File: src/rtl/pipe_hazard_ctrl.sv
// pipe_hazard_ctrl: Mealy hazard/stall/flush controller for a five-stage pipeline.
// Defining PIPE_HAZARD_CTRL_PERF_EN adds the stall_cnt_16/flush_cnt_16 performance counters.
module pipe_hazard_ctrl #(
  parameter int FLUSH_LEN  = 2,
  parameter int WDOG_LIMIT = 255
) (
  input  logic        clk,
  input  logic        rst_n,
  input  logic        ld_exe,
  input  logic        wr_exe,
  input  logic [2:0]  dest_exe_3,
  input  logic [2:0]  src1_dec_3,
  input  logic [2:0]  src2_dec_3,
  input  logic        use1_dec,
  input  logic        use2_dec,
  input  logic        br_mispred,
  input  logic        mem_busy,
  output logic        pc_en,
  output logic        redirect,
  output logic        en_f2d,
  output logic        clr_f2d,
  output logic        en_d2e,
  output logic        clr_d2e,
  output logic        en_e2m,
  output logic        en_m2w,
  output logic        mem_timeout,
  output logic [1:0]  state_2
`ifdef PIPE_HAZARD_CTRL_PERF_EN
  ,
  output logic [15:0] stall_cnt_16,
  output logic [15:0] flush_cnt_16
`endif
);

  typedef enum logic [1:0] {
    ST_RUN     = 2'd0,
    ST_FLUSH   = 2'd1,
    ST_MEMWAIT = 2'd2
  } state_e;

  localparam logic [2:0] FLUSH_RELOAD = 3'(FLUSH_LEN - 1);
  localparam logic [7:0] WDOG_LAST    = 8'(WDOG_LIMIT - 1);

  state_e     state_r, state_nx_s, saved_r, saved_nx_s, eff_s;
  logic [2:0] cnt_r, cnt_nx_s;
  logic       pend_r, pend_nx_s;
  logic [7:0] wdog_r, wdog_nx_s;
  logic       timeout_r, wdog_hit_s;
  logic       hazard_s, mispred_s, bubble_s, flush_go_s;
  logic       pc_en_s, redirect_s, en_f2d_s, clr_f2d_s, en_d2e_s, clr_d2e_s, en_e2m_s, en_m2w_s;

  assign hazard_s  = ld_exe & wr_exe &
                     ((use1_dec & (src1_dec_3 == dest_exe_3)) |
                      (use2_dec & (src2_dec_3 == dest_exe_3)));
  assign mispred_s = br_mispred | pend_r;
  // A released stall behaves exactly like the state it interrupted.
  assign eff_s     = (state_r == ST_MEMWAIT) ? saved_r : state_r;

  // Next-state and per-cycle pipeline control, highest priority first.
  always_comb begin
    state_nx_s = ST_RUN;
    saved_nx_s = saved_r;
    cnt_nx_s   = cnt_r;
    pend_nx_s  = pend_r;
    bubble_s   = 1'b0;
    flush_go_s = 1'b0;
    pc_en_s    = 1'b1;
    redirect_s = 1'b0;
    en_f2d_s   = 1'b1;
    clr_f2d_s  = 1'b0;
    en_d2e_s   = 1'b1;
    clr_d2e_s  = 1'b0;
    en_e2m_s   = 1'b1;
    en_m2w_s   = 1'b1;
    if (mem_busy) begin
      pc_en_s    = 1'b0;
      en_f2d_s   = 1'b0;
      en_d2e_s   = 1'b0;
      en_e2m_s   = 1'b0;
      en_m2w_s   = 1'b0;
      state_nx_s = ST_MEMWAIT;
      saved_nx_s = (state_r == ST_MEMWAIT) ? saved_r : state_r;
      pend_nx_s  = pend_r | br_mispred;
    end else if (mispred_s) begin
      redirect_s = 1'b1;
      clr_f2d_s  = 1'b1;
      clr_d2e_s  = 1'b1;
      pend_nx_s  = 1'b0;
      flush_go_s = 1'b1;
      if (FLUSH_LEN > 1) begin
        state_nx_s = ST_FLUSH;
        cnt_nx_s   = FLUSH_RELOAD;
      end else begin
        state_nx_s = ST_RUN;
        cnt_nx_s   = 3'd0;
      end
    end else if (eff_s == ST_FLUSH) begin
      clr_f2d_s  = 1'b1;
      clr_d2e_s  = 1'b1;
      cnt_nx_s   = (cnt_r == 3'd0) ? 3'd0 : cnt_r - 3'd1;
      state_nx_s = (cnt_r > 3'd1) ? ST_FLUSH : ST_RUN;
    end else if (hazard_s) begin
      pc_en_s    = 1'b0;
      en_f2d_s   = 1'b0;
      clr_d2e_s  = 1'b1;
      bubble_s   = 1'b1;
      state_nx_s = ST_RUN;
    end else begin
      state_nx_s = ST_RUN;
    end
  end

  assign wdog_nx_s  = mem_busy ? ((wdog_r == 8'hFF) ? wdog_r : wdog_r + 8'd1) : 8'd0;
  // The flag rises during the limit-th busy cycle itself, not one cycle later.
  assign wdog_hit_s = mem_busy & (wdog_r >= WDOG_LAST);

  // Output drive; reset holds the pipeline cleared and frozen.
  always_comb begin
    if (!rst_n) begin
      pc_en       = 1'b0;
      redirect    = 1'b0;
      en_f2d      = 1'b0;
      clr_f2d     = 1'b1;
      en_d2e      = 1'b0;
      clr_d2e     = 1'b1;
      en_e2m      = 1'b0;
      en_m2w      = 1'b0;
      mem_timeout = 1'b0;
      state_2     = 2'd0;
    end else begin
      pc_en       = pc_en_s;
      redirect    = redirect_s;
      en_f2d      = en_f2d_s;
      clr_f2d     = clr_f2d_s;
      en_d2e      = en_d2e_s;
      clr_d2e     = clr_d2e_s;
      en_e2m      = en_e2m_s;
      en_m2w      = en_m2w_s;
      mem_timeout = timeout_r | wdog_hit_s;
      state_2     = state_r;
    end
  end

  // Controller state, flush count, pending mispredict and watchdog.
  always_ff @(posedge clk or negedge rst_n) begin
    if (!rst_n) begin
      state_r   <= ST_RUN;
      saved_r   <= ST_RUN;
      cnt_r     <= 3'd0;
      pend_r    <= 1'b0;
      wdog_r    <= 8'd0;
      timeout_r <= 1'b0;
    end else begin
      state_r   <= state_nx_s;
      saved_r   <= saved_nx_s;
      cnt_r     <= cnt_nx_s;
      pend_r    <= pend_nx_s;
      wdog_r    <= wdog_nx_s;
      timeout_r <= timeout_r | wdog_hit_s;
    end
  end

`ifdef PIPE_HAZARD_CTRL_PERF_EN
  // Saturating stall and flush event counters.
  always_ff @(posedge clk or negedge rst_n) begin
    if (!rst_n) begin
      stall_cnt_16 <= 16'd0;
      flush_cnt_16 <= 16'd0;
    end else begin
      if ((mem_busy | bubble_s) && (stall_cnt_16 != 16'hFFFF)) begin
        stall_cnt_16 <= stall_cnt_16 + 16'd1;
      end else begin
        stall_cnt_16 <= stall_cnt_16;
      end
      if (flush_go_s && (flush_cnt_16 != 16'hFFFF)) begin
        flush_cnt_16 <= flush_cnt_16 + 16'd1;
      end else begin
        flush_cnt_16 <= flush_cnt_16;
      end
    end
  end
`endif

endmodule

File: config.mk
export PLATFORM = sky130hd
export DESIGN_NAME = pipe_hazard_ctrl
export DESIGN_NICKNAME = d
export VERILOG_FILES = /design/src/rtl/pipe_hazard_ctrl.sv
export SDC_FILE = /design/constraint.sdc
export NUM_CORES = 1
export LEC_CHECK = 0
export CAP_MARGIN = 20
export CORE_MARGIN = 3
export CORE_UTILIZATION = 50
export DETAILED_ROUTE_END_ITERATION = 6
export PLACE_DENSITY = 0.81
export REMOVE_ABC_BUFFERS = 1
export SLEW_MARGIN = 20
export SYNTH_ARGS = -nofsm -noshare
export SYNTH_HDL_FRONTEND = slang
export SYNTH_SLANG_ARGS = --single-unit
File: constraint.sdc
create_clock -name clk -period 2.8 [get_ports clk]
set_input_delay 0.56 -clock clk [delete_from_list [all_inputs] [get_ports clk]]
set_output_delay 0.56 -clock clk [all_outputs]
set_load 0.03 [all_outputs]
[After elaboration in Yosys (flattened, before gate mapping)]
Index checks and enable logic that the tools add are counted.
Word-level totals
  logic and storage cells: 62
  bits in registers: 17
  bits of input ports: 17
  output and inout bits: 11
Cells by class
  magnitude comparators: 2
  bitwise operators: 9
  add/sub/neg operators: 2
  eq/ne operators: 6
  multiplexer cells: 33
  reduce and logical (&&, ||, !) cells: 4
Operators with widths (count)
  two-way mux 1 bit: 25
  two-way mux 8 bit: 2
  two-way mux 3 bit: 3
  adder 8 x 1 -> 8 bit (second input constant): 1
  equality test 8 bit (second input constant): 1
  greater-or-equal comparator 8 bit (second input constant): 1
  equality test 3 bit: 2
  two-way mux 2 bit: 3
  bitwise AND 1 bit: 5
  nonzero test 2 bit: 2
  greater-than comparator 3 x 1 -> 1 bit (second input constant): 1
  zero test 3 bit: 1
  OR 1 bit: 3
  subtractor 3 x 1 -> 3 bit (second input constant): 1
  equality test 2 x 1 -> 1 bit (second input constant): 1
  equality test 2 bit (second input constant): 1
  != test 2 bit (second input constant): 1
  AND reduction 2 bit: 1
  inverter 1 bit: 1

[Logic depth before layout (Yosys ltp)]
  word-level depth: 9
  depth in mapped cells: 5
  depth with buffers taken out: 5

[Worst setup path before layout]
OpenSTA, ideal clock, no wires.
  kind: input-to-output
  start point: input port mem_busy
  end point: output port pc_en
  data required time: 2.240 ns
  setup slack: 0.417 ns
  stages on the path: 5
  arrival: 1.823 ns
  path through: clkbuf_2 > clkinv_1 > nand2_1 > a41oi_1 > buf_4
On the way
  cells in the longest elaborated chain, start to end: 2
RTL lines
  start, declared: RTL line 17  | input logic mem_busy,
  two-way mux 1 bit (2 in series)
  end, declared: RTL line 18  | output logic pc_en,
Every way passes these cells.

[Final worst setup path]
  start point: input port dest_exe_3[0]
  end point: output port pc_en
On the way
  cells in the longest elaborated chain, start to end: 9
RTL lines
  start, declared: RTL line 11  | input logic [2:0] dest_exe_3,
  equality test 3 bit, on equally long branches: RTL line 53, 54
  bitwise AND 1 bit, on equally long branches: RTL line 53, 54
  OR 1 bit (*): RTL line 53  | ((use1_dec & (src1_dec_3 == dest_exe_3)) |
  bitwise AND 1 bit (*): RTL line 52  | assign hazard_s = ld_exe & wr_exe &
  two-way mux 1 bit (*): RTL line 102  | end else if (hazard_s) begin
  two-way mux 1 bit (*): RTL line 97  | end else if (eff_s == ST_FLUSH) begin
  two-way mux 1 bit (*): RTL line 84  | end else if (mispred_s) begin
  two-way mux 1 bit (*): RTL line 75  | if (mem_busy) begin
  two-way mux 1 bit (*): RTL line 119  | if (!rst_n) begin
Every way passes the cells marked *; elsewhere a longest branch is shown, timed or not.

==> impl_metrics.json <==
{
  "status": "finished clean",
  "grt_start_max_net_pins": 15,
  "numCtsBuffers": 3,
  "area_delta_synth_final_pct": 29.6,
  "p_leak_nw": 0.579,
  "finClkSkew_ps": 3.06,
  "power_density_mw_per_mm2": 406,
  "holdPathEnd": "timeout_r",
  "postSynthAreaPerCell_um2": 9.61,
  "cts_tree": "yes",
  "die_h_um": 50.5,
  "rows": 15,
  "multi_input_area_um2": 499,
  "worstReg2RegStart": "wdog_r[0]",
  "layout_commonest_cell": "dfrtp_1",
  "hold_path.class": "reg2reg",
  "dp_hpwl_mm": 1.74,
  "start_util": 0.549,
  "holdBufCountCts": 0,
  "drtIter0Drc": 12,
  "cts_setup_buffers": 0,
  "synth_top_flop_cell": "dfrtp_1",
  "r2r_cells": 5,
  "grt_overflow": 0,
  "grtUsageTotal": 0.185,
  "synth_seq_area_share": 0.430,
  "synth_edf_count": 0,
  "cts_sinks": 17,
  "die_x_um": 50.5,
  "gp_congestion": 0.778,
  "cts.clk_slew.worst_paths_ps": 90,
  "n_antenna_cell": 0,
  "ys_ff_latch": 17,
  "fin_nets": 155,
  "h-tree-depth": 1,
  "vias": 841,
  "whs_path_depth": 1,
  "drc": 0,
  "postPlaceCellArea_mm2": 0.00125,
  "ant_nets": 0,
  "drt_pass1_iterations": 4,
  "drv_slew": 0,
  "crit_fanout": 2,
  "drv_cap": 0,
  "detail_route.wl_per_cell_um": 13.5,
  "crit_type": "in2out",
  "grt_pass1_vias": 744,
  "r2r_setup_slack_ps": 1360,
  "wl_mm": 2.14,
  "final_cell_area_mm2": 0.00128,
  "final_cell_mix": "dfrtp_1, clkdlybuf4s50_1, buf_4",
  "worstMarginPinSlew_ps": 384,
  "pin_count": 28,
  "num-fill-cells": 157,
  "clockBufferDepth": 2,
  "peakVddDrop_v": 0.000249,
  "synth_cell_types": 35,
  "vias_per_cell": 5.32,
  "synth_cells": 103,
  "finalSetupViolCount": 0,
  "finalCritPeriodShare": 0.889,
  "crit_required_ps": 2240,
  "period_needed_ps": 2490,
  "min_from": "timeout_r",
  "core_mm2": 0.00180,
  "cts.repair.resized": 0,
  "fmax_mhz": 402,
  "clk_latency_ps": 290,
  "hold_violations": 0,
  "rsz0062_at_grt": "no",
  "worstSetupStartpointType": "input port",
  "place.port_buffers": 27,
  "drive_gt1_frac": 0.173,
  "synthArstFlopShare": 1.00,
  "r2r-end": "wdog_r[1]",
  "dieArea_mm2": 0.00255,
  "regArea_um2": 425,
  "synth_area_um2": 990,
  "cp.arrival_ps": 1930,
  "final.setup.tns_ps": 0,
  "antenna_found_initial": 0,
  "yosys_warnings": 0,
  "ctsRootBufferMaster": "clkbuf_4",
  "grt_pass1_wl_mm": 3.49,
  "endpoint_kind": "output port",
  "relSlewSlack": 0.743
}
-- flip-flops by register name, summed over array words and instances, names as in the netlist --
name and count:
saved_r 2, timeout_r 1, state_r 2, pend_r 1, wdog_r 8, cnt_r 3
-- per-layer routing --
metal | vias up | share of wire | track usage
li1 | 416 | - | -
met1 | 403 | 0.48 | 0.261
met2 | 18 | 0.46 | 0.276
met3 | 4 | 0.045 | 0.0504
met4 | 0 | 0.013 | 0.0538
met5 | - | 0 | 0
-- cell families after synthesis --
kind of cell / after synthesis / share of synthesized area
buffers and inverters: 12 / 0.0657
multiplexers: 1 / 0.0101
AO/OA/AOI/OAI: 24 / 0.183
flip-flops: 17 / 0.430
adder cells (fa/ha/maj): 4 / 0.0506
AND/OR/NAND/NOR: 37 / 0.190
XOR/XNOR: 8 / 0.0708
-- worst max-delay path: stages --
cell	delay (ps)
clkdlybuf4s50_1	450
xnor2_1	210
nand4_1	120
a21oi_1	200
a41oi_1	170
buf_4	210
-- how the worst max path moves through the flow --
stage | startpoint | endpoint | slack (ps) | cells after the start
global placement | dest_exe_3[0] | en_f2d | 320 | 6
global route | dest_exe_3[2] | pc_en | 190 | 6
detailed placement | dest_exe_3[0] | pc_en | 300 | 6
finish | dest_exe_3[0] | pc_en | 310 | 6
CTS | dest_exe_3[0] | pc_en | 300 | 6
floorplan | dest_exe_3[1] | en_f2d | 390 | 4
-- report_power, final --
group / switching (mW) / leakage, nW / internal [mW]
logic: 0.0621 / 0.338 / 0.0571
registers: 0.0128 / 0.223 / 0.259
clock network: 0.0771 / 0.0177 / 0.0532
total: 0.152 / 0.579 / 0.369
-- cells in the mapped netlist, types with 2 or more instances --
master / number / area, µm²
a31oi_1: 3 / 18.8
xnor2_1: 8 / 70.1
buf_4: 3 / 22.5
nor3_1: 2 / 10.0
ha_1: 4 / 50.1
and2_1: 3 / 18.8
inv_1: 6 / 22.5
o21ai_0: 4 / 20.0
a21oi_1: 5 / 25.0
a21boi_0: 2 / 15.0
nand2_1: 9 / 33.8
dfrtp_1: 17 / 425
nand2b_1: 2 / 12.5
nor2_1: 10 / 37.5
nand4_1: 3 / 18.8
nand3_1: 3 / 15.0
-- per-stage QoR --
stage	hold WS (ps)	util	setup WS [ps]	cells	power, mW
finish	461	0.712	310	158	0.521
global route	455	0.712	193	158	0.550
CTS	455	0.712	300	158	0.529
detailed placement	444	0.697	304	154	0.396
global placement	425	0.697	320	154	0.392
floorplan	264	-	395	98	0.334
-- cell type report --
type,count,share of cell area
clock buffers,3,0.0176
clock inverters,1,0.00390
inverters,7,0.0205
multi-input cells,74,0.389
flip-flops and latches,17,0.332
well taps,25,0.0244
repair buffers,31,0.213
No activity file was read; power rests on OpenSTA's default activity.
